[config.mk]
export PLATFORM = sky130hd
export DESIGN_NAME = switch_led_display
export DESIGN_NICKNAME = d
export VERILOG_FILES = /design/src/rtl/switch_led_display.sv
export SDC_FILE = /design/constraint.sdc
export NUM_CORES = 1
export LEC_CHECK = 0
export CORE_MARGIN = 2
export CORE_UTILIZATION = 48
export CTS_CLUSTER_DIAMETER = 40
export DETAILED_ROUTE_END_ITERATION = 16
export GPL_TIMING_DRIVEN = 0
export PLACE_DENSITY = 0.8
export SLEW_MARGIN = 20
export SYNTH_ARGS = -nofsm -noshare
export SYNTH_HDL_FRONTEND = slang
export SYNTH_SLANG_ARGS = --single-unit
[constraint.sdc]
create_clock -name clk -period 3.85 [get_ports clk]
set_clock_uncertainty 0.1 [all_clocks]
set_input_delay 1.155 -clock clk [delete_from_list [all_inputs] [get_ports clk]]
set_output_delay 1.155 -clock clk [all_outputs]
set_load 0.005 [all_outputs]
[src/rtl/switch_led_display.sv]
// Board I/O helper block with three functions:
// a 12-LED one-hot running light, an 8-to-3 priority encoder on the switches,
// and a single active-low 7-segment digit that shows the encoder result.
module switch_led_display #(
    parameter int unsigned LED_PERIOD = 5000000,
    parameter int unsigned CNT_W      = 32
) (
    input  logic        clk,
    input  logic        rst,
    input  logic [9:0]  sw,
    output logic [11:0] led,
    output logic [2:0]  enc_y,
    output logic        enc_valid,
    output logic [7:0]  seg
);

    localparam logic [CNT_W-1:0] CntLast = CNT_W'(LED_PERIOD - 1);

    logic [CNT_W-1:0] cnt_q, cnt_d;
    logic [11:0]      led_q, led_d;
    logic [2:0]       enc_y_q, enc_y_d;
    logic             enc_valid_q, enc_valid_d;
    logic [7:0]       seg_q, seg_d;

    logic [7:0]       enc_x;
    logic             enc_en;
    logic             disp_en;
    logic [3:0]       num;

    assign enc_x   = sw[7:0];
    assign enc_en  = sw[8];
    assign disp_en = sw[9];

    // Rotation counter and running-light pattern: rotate left once per period.
    always_comb begin
        cnt_d = cnt_q + CNT_W'(1);
        led_d = led_q;
        if (cnt_q == CntLast) begin
            cnt_d = '0;
            led_d = {led_q[10:0], led_q[11]};
        end
    end

    // Priority encoder: highest set bit wins; ascending loop lets later bits overwrite.
    always_comb begin
        enc_y_d     = 3'd0;
        enc_valid_d = 1'b0;
        if (enc_en) begin
            for (int i = 0; i < 8; i++) begin
                if (enc_x[i]) begin
                    enc_y_d = 3'(i);
                end
            end
            enc_valid_d = |enc_x;
        end
    end

    // Hex-to-7-segment decode of the same-cycle encoder result; dp stays off.
    always_comb begin
        num   = {1'b0, enc_y_d};
        seg_d = 8'hFF;
        if (disp_en) begin
            unique case (num)
                4'h0: seg_d = 8'hC0;
                4'h1: seg_d = 8'hF9;
                4'h2: seg_d = 8'hA4;
                4'h3: seg_d = 8'hB0;
                4'h4: seg_d = 8'h99;
                4'h5: seg_d = 8'h92;
                4'h6: seg_d = 8'h82;
                4'h7: seg_d = 8'hF8;
                4'h8: seg_d = 8'h80;
                4'h9: seg_d = 8'h90;
                4'hA: seg_d = 8'h88;
                4'hB: seg_d = 8'h83;
                4'hC: seg_d = 8'hC6;
                4'hD: seg_d = 8'hA1;
                4'hE: seg_d = 8'h86;
                4'hF: seg_d = 8'h8E;
            endcase
        end
    end

    // State registers with synchronous active-high reset; switches ignored on reset edges.
    always_ff @(posedge clk) begin
        if (rst) begin
            cnt_q       <= '0;
            led_q       <= 12'h001;
            enc_y_q     <= 3'd0;
            enc_valid_q <= 1'b0;
            seg_q       <= 8'hFF;
        end else begin
            cnt_q       <= cnt_d;
            led_q       <= led_d;
            enc_y_q     <= enc_y_d;
            enc_valid_q <= enc_valid_d;
            seg_q       <= seg_d;
        end
    end

    assign led       = led_q;
    assign enc_y     = enc_y_q;
    assign enc_valid = enc_valid_q;
    assign seg       = seg_q;

endmodule

# Word-level counts from Yosys, hierarchy flattened
# Memory sizes are Yosys's and may differ from the RTL's. A register that Yosys moved wholly into a read port is not among the register bits.
# Cells that the tools add are included.
[word_totals]
wordCells = 22
mem_bits_rw = 0
ff_bits = 56
memories = 1
rom_bits = 56
in_bits = 12
latchBits = 0
[classes]
reduce_logical = 4
n_lt_le_gt_ge = 0
n_eq_ne = 1
div_mod_pow = 0
mul = 0
n_bitwise = 2
muxes = 8
n_addsub = 1
shift = 0
[mem_list]
columns = ["memory", "depth", "word_bits", "rd", "rd_clocked_by_memory_dff", "write_ports", "line_no", "text"]
rows = [
  ["(no name shown)", 8, 7, 1, 1, 0, "63", "unique case (num)"],
]
[op_table]
columns = ["cell", "n"]
rows = [
  ["$add A32 B1 Y32 const B", 1],
  ["$eq A32 B23 Y1 const B", 1],
  ["$mux W3", 7],
  ["$reduce_or A8 Y1", 1],
  ["$reduce_or A2 Y1", 3],
  ["$not A1 Y1", 2],
  ["$mux W1", 1],
]

# Longest topological paths before layout
# Gate-level depths: netlist of run 1.
[logic_depth]
ltp_word = 8
mapped_depth = 8

# Least setup slack after synthesis of run 1
# Ideal clock, no wire load.
[synth_path]
path_kind = "in2reg"
start = "input sw[1]"
end = "register seg_q[0], in the netlist seg[0]"
arrival_time_ps = 2429
slack_ps = 1197
n_path_buf = 0
required_time_ps = 3626
path_stages = 8
cell_sequence = "nor2b_1 > o21bai_1 > a21oi_1 > o21ai_0 > inv_1 > ha_1 > a21boi_0 > nand2_1"
[synth_via]
elab_chain_cells = 8
[synth_lines]
columns = ["item", "line_no", "text"]
rows = [
  ["from (decl)", "10", "input logic [9:0] sw,"],
  ["$mux W1", "50", "if (enc_x[i]) begin"],
  ["$mux W3 (6 in series)", "50", ""],
  ["$mux W3", "48", "if (enc_en) begin"],
  ["named net enc_y_d[0]", "21", "logic [2:0] enc_y_q, enc_y_d;"],
  ["to (decl)", "23", "logic [7:0] seg_q, seg_d;"],
]
# The timed path passes the listed nets, and every way through them passes these cells.
# A chain may end at the register's enable or synchronous reset.

# Final worst setup path of run 1
[layout_path]
start = "input sw[1]"
end = "register seg_q[3], in the netlist seg[3]"
# Same word-level chain as after synthesis.

==> results_dict.tcl, run 1 <==
set metrics [dict create \
    status "finished, final reports clean" \
    multi_input_area_mm2 0.00128 \
    min_from "cnt_q[0]$_SDFF_PP0_" \
    coreArea_mm2 0.00507 \
    drt_first_pass_iters 4 \
    crit_arrival_ns 3.16 \
    tightest_slew_ns 0.718 \
    endpoint_kind "register" \
    grt_usage 0.198 \
    wl_per_cell_um 13.0 \
    async_flop_share 0 \
    final_antenna_net_count 0 \
    cts_buffer_depth 2 \
    p_total_uw 1060 \
    path_clk_slew_ns 0.10 \
    clock_sinks 55 \
    yosysTopAreaCell "dfxtp_1" \
    dieArea_mm2 0.00579 \
    worst_setup_path_start_kind "input pin" \
    leakagePower_uw 0.00110 \
    path_cells "clkdlybuf4s50_1 > nor2b_1 > o21bai_1 > a21oi_1 > o21ai_0 > inv_1 > ha_1 > a21boi_0 > nand2_1" \
    cp_slowest_cell "o21ai_0" \
    finalSetupTns_ns 0 \
    synth_nets 295 \
    grt_overflow 0 \
    ir_drop_mv 0.189 \
    initial_core_util 0.491 \
    num_vias 2004 \
    crit_type "input pin to register" \
    dr.first_iter.drc_count 112 \
    synth_area_leaders "dfxtp_1, nor2_1, mux2i_1, xnor2_1, xor2_1" \
    final-seq-area_mm2 0.00110 \
    reg2reg_slack_ns 1.79 \
    syn_to_final_growth_pct 21.7 \
    worst_slack_ns 0.798 \
    io_pins 36 \
    critical_path_buf_inv_count 2 \
    root_buffer "clkbuf_8" \
    die_w_um 76.1 \
    drc_errors 0 \
    grt_pass1_vias 2046 \
    yosysSeqAreaShare 0.442 \
    crit_family "compound AO/OA/AOI/OAI gates" \
    cts_tree "done" \
    r2r_end "led[7]$_SDFFE_PP0N_" \
    whs_endpoint "cnt_q[0]$_SDFF_PP0_" \
    path_max_fanout 6 \
    dpl_worst_slack_ns 0.469 \
    max_slew_margin 0.517 \
    rows 26 \
    postCtsResizedCells 0 \
    syn_area_mm2 0.00249 \
    grt_pass1_wl_um 9300 \
    met1Wirelength_um 2250 \
    clock_latency_ns 0.32 \
    synth-seq-cells 55 \
    wl_um 5050 \
    synth_enable_flop_cells 0 \
    holdBufCountCts 0 \
    ys_top_cells_by_count "dfxtp_1, nor2_1, nand2_1" \
    hold_viol 0 \
    grt_max_degree 20 \
    finalSetupViolCount 0 \
    hp-class "register to register" \
    maxCapViolCount 0 \
    antenna_found_initial 0 \
    ff2ff_path_depth 6 \
    slew_violations 0 \
    rsz0062_at_grt "no" \
    wl_met2_um 2420 \
    die_y_um 76.1 \
    synth_top_cell_area_share 0.442 \
    postCtsSetupRepairBufs 0 \
    worstPathRequired_ns 3.96 \
    max_freq_mhz 328 \
    ys_warn_count 0 \
    r2r-start "cnt_q[17]$_SDFF_PP0_" \
    gp_congestion 0.820 \
    timing.final.crit_share 0.793 \
    cpPeakStageDelay_ns 0.56 \
    hold_depth 1 \
    nets 335 \
    synthMostInstantiatedCell "dfxtp_1" \
    vias_per_cell 5.16 \
    postSynthCellCount 277 \
    antenna-diode-count 0 \
    wl_met3_um 310 \
    port_buffers 33 \
    top_layer "met4" \
    power_density_mw_per_mm2 349 \
    cts_buffers 5 \
    drive_above_1_share 0.0849 \
    fillCellCount 461 \
    yosysUniqueCellTypes 45 \
    syn_avg_cell_area_um2 9.00 \
    hpwlAfterDp_um 3680 \
    synth_top_flop_cell "dfxtp_1" \
    finalCriticalPeriod_ns 3.05 \
    htreeDepth 2 \
]
## registers in the layout, summed over array words and instances (netlist names)
name,cells
enc_valid,1
seg,7
cnt_q,32
led,12
enc_y,3
## worst reg2reg max path: stages (launching register included)
cell     delay (ns)
dfxtp_1        0.38
nor4b_1        0.38
nand4_1        0.26
nor3_4         0.35
buf_6          0.22
mux2i_1        0.22
nor2_1         0.05
## metal layers
layer	track usage	up-vias
met5	0	-
met3	0.0735	6
met2	0.337	46
li1	-	1031
met1	0.229	921
met4	0.0691	0
## cells by family after synthesis
family,count (synthesis),share of synthesized area
AOI/OAI and AO/OA,21,0.0532
muxes,12,0.0487
buffers and inverters,21,0.0467
other,1,0.00150
adders and majority gates,6,0.0301
xor gates and xnor gates,24,0.0843
and+or+nand+nor,137,0.294
DFF,55,0.442
## report_power, final
part | internal, µW | switching [µW] | leakage, µW
logic | 36.3 | 33.1 | 0.000589
registers | 580 | 7.64 | 0.000446
clock network | 200 | 201 | 0.0000611
## final cells by class
| cell class | instances | area share |
|---|---|---|
| multi-input cells | 201 | 0.420 |
| flip-flops and latches | 55 | 0.363 |
| repair buffers | 33 | 0.109 |
| well taps | 70 | 0.0289 |
| plain buffers | 13 | 0.0284 |
| clock buffers | 5 | 0.0227 |
| clock inverters | 3 | 0.0181 |
| inverters | 8 | 0.00989 |
## worst max path at each step
stage | to | cells past startpoint | start
floorplan | seg[0]$_SDFF_PP1_ | 8 | sw[1]
global placement | seg[0]$_SDFF_PP1_ | 9 | sw[1]
detailed placement | seg[0]$_SDFF_PP1_ | 9 | sw[1]
CTS | seg[0]$_SDFF_PP1_ | 9 | sw[1]
finish | seg[3]$_SDFF_PP1_ | 9 | sw[1]
global route | seg[0]$_SDFF_PP1_ | 9 | sw[1]
## cell usage in the layout, fill, tap and decap left out, types with 3 or more instances in the layout
| master | instances |
|---|---|
| clkdlybuf4s50_1 | 33 |
| clkbuf_8 | 5 |
| o21ai_0 | 6 |
| nor2_1 | 52 |
| xor2_1 | 12 |
| mux2i_1 | 11 |
| and4_1 | 4 |
| clkbuf_1 | 4 |
| xnor2_1 | 12 |
| buf_2 | 3 |
| nand4_1 | 10 |
| nor2b_1 | 3 |
| buf_6 | 3 |
| inv_1 | 8 |
| nand2_1 | 19 |
| a21oi_1 | 6 |
| nand3_1 | 12 |
| nor4_1 | 5 |
| and3_1 | 4 |
| dfxtp_1 | 55 |
| nor3_1 | 10 |
| buf_4 | 3 |
| ha_1 | 6 |
## through the flow
stage | std cells | hold slack [ns] | utilization | instance area, µm²
floorplan | 277 | 0.341 | - | 2490
global placement | 380 | 0.359 | 0.574 | 2910
detailed placement | 380 | 0.372 | 0.574 | 2910
CTS | 388 | 0.390 | 0.598 | 3040
global route | 388 | 0.449 | 0.598 | 3040
finish | 388 | 0.393 | 0.598 | 3040
Power figures use the tool's default switching activity.
==> run 2: changes to the inputs <==
clock period = 3.2 ns   (was 3.85 ns; I/O delays follow)
==> results of run 2 <==
The final DEF is identical to that of run 1. Status: finished, final reports clean.
Among the figures that moved: setup slack after placement 0.469 ns -> 0.0143 ns; setup slack after layout 0.798 ns -> 0.343 ns; register-to-register setup slack 1.79 ns -> 1.14 ns; total power 1060 µW -> 1270 µW; worst IR drop on VDD 0.189 mV -> 0.227 mV
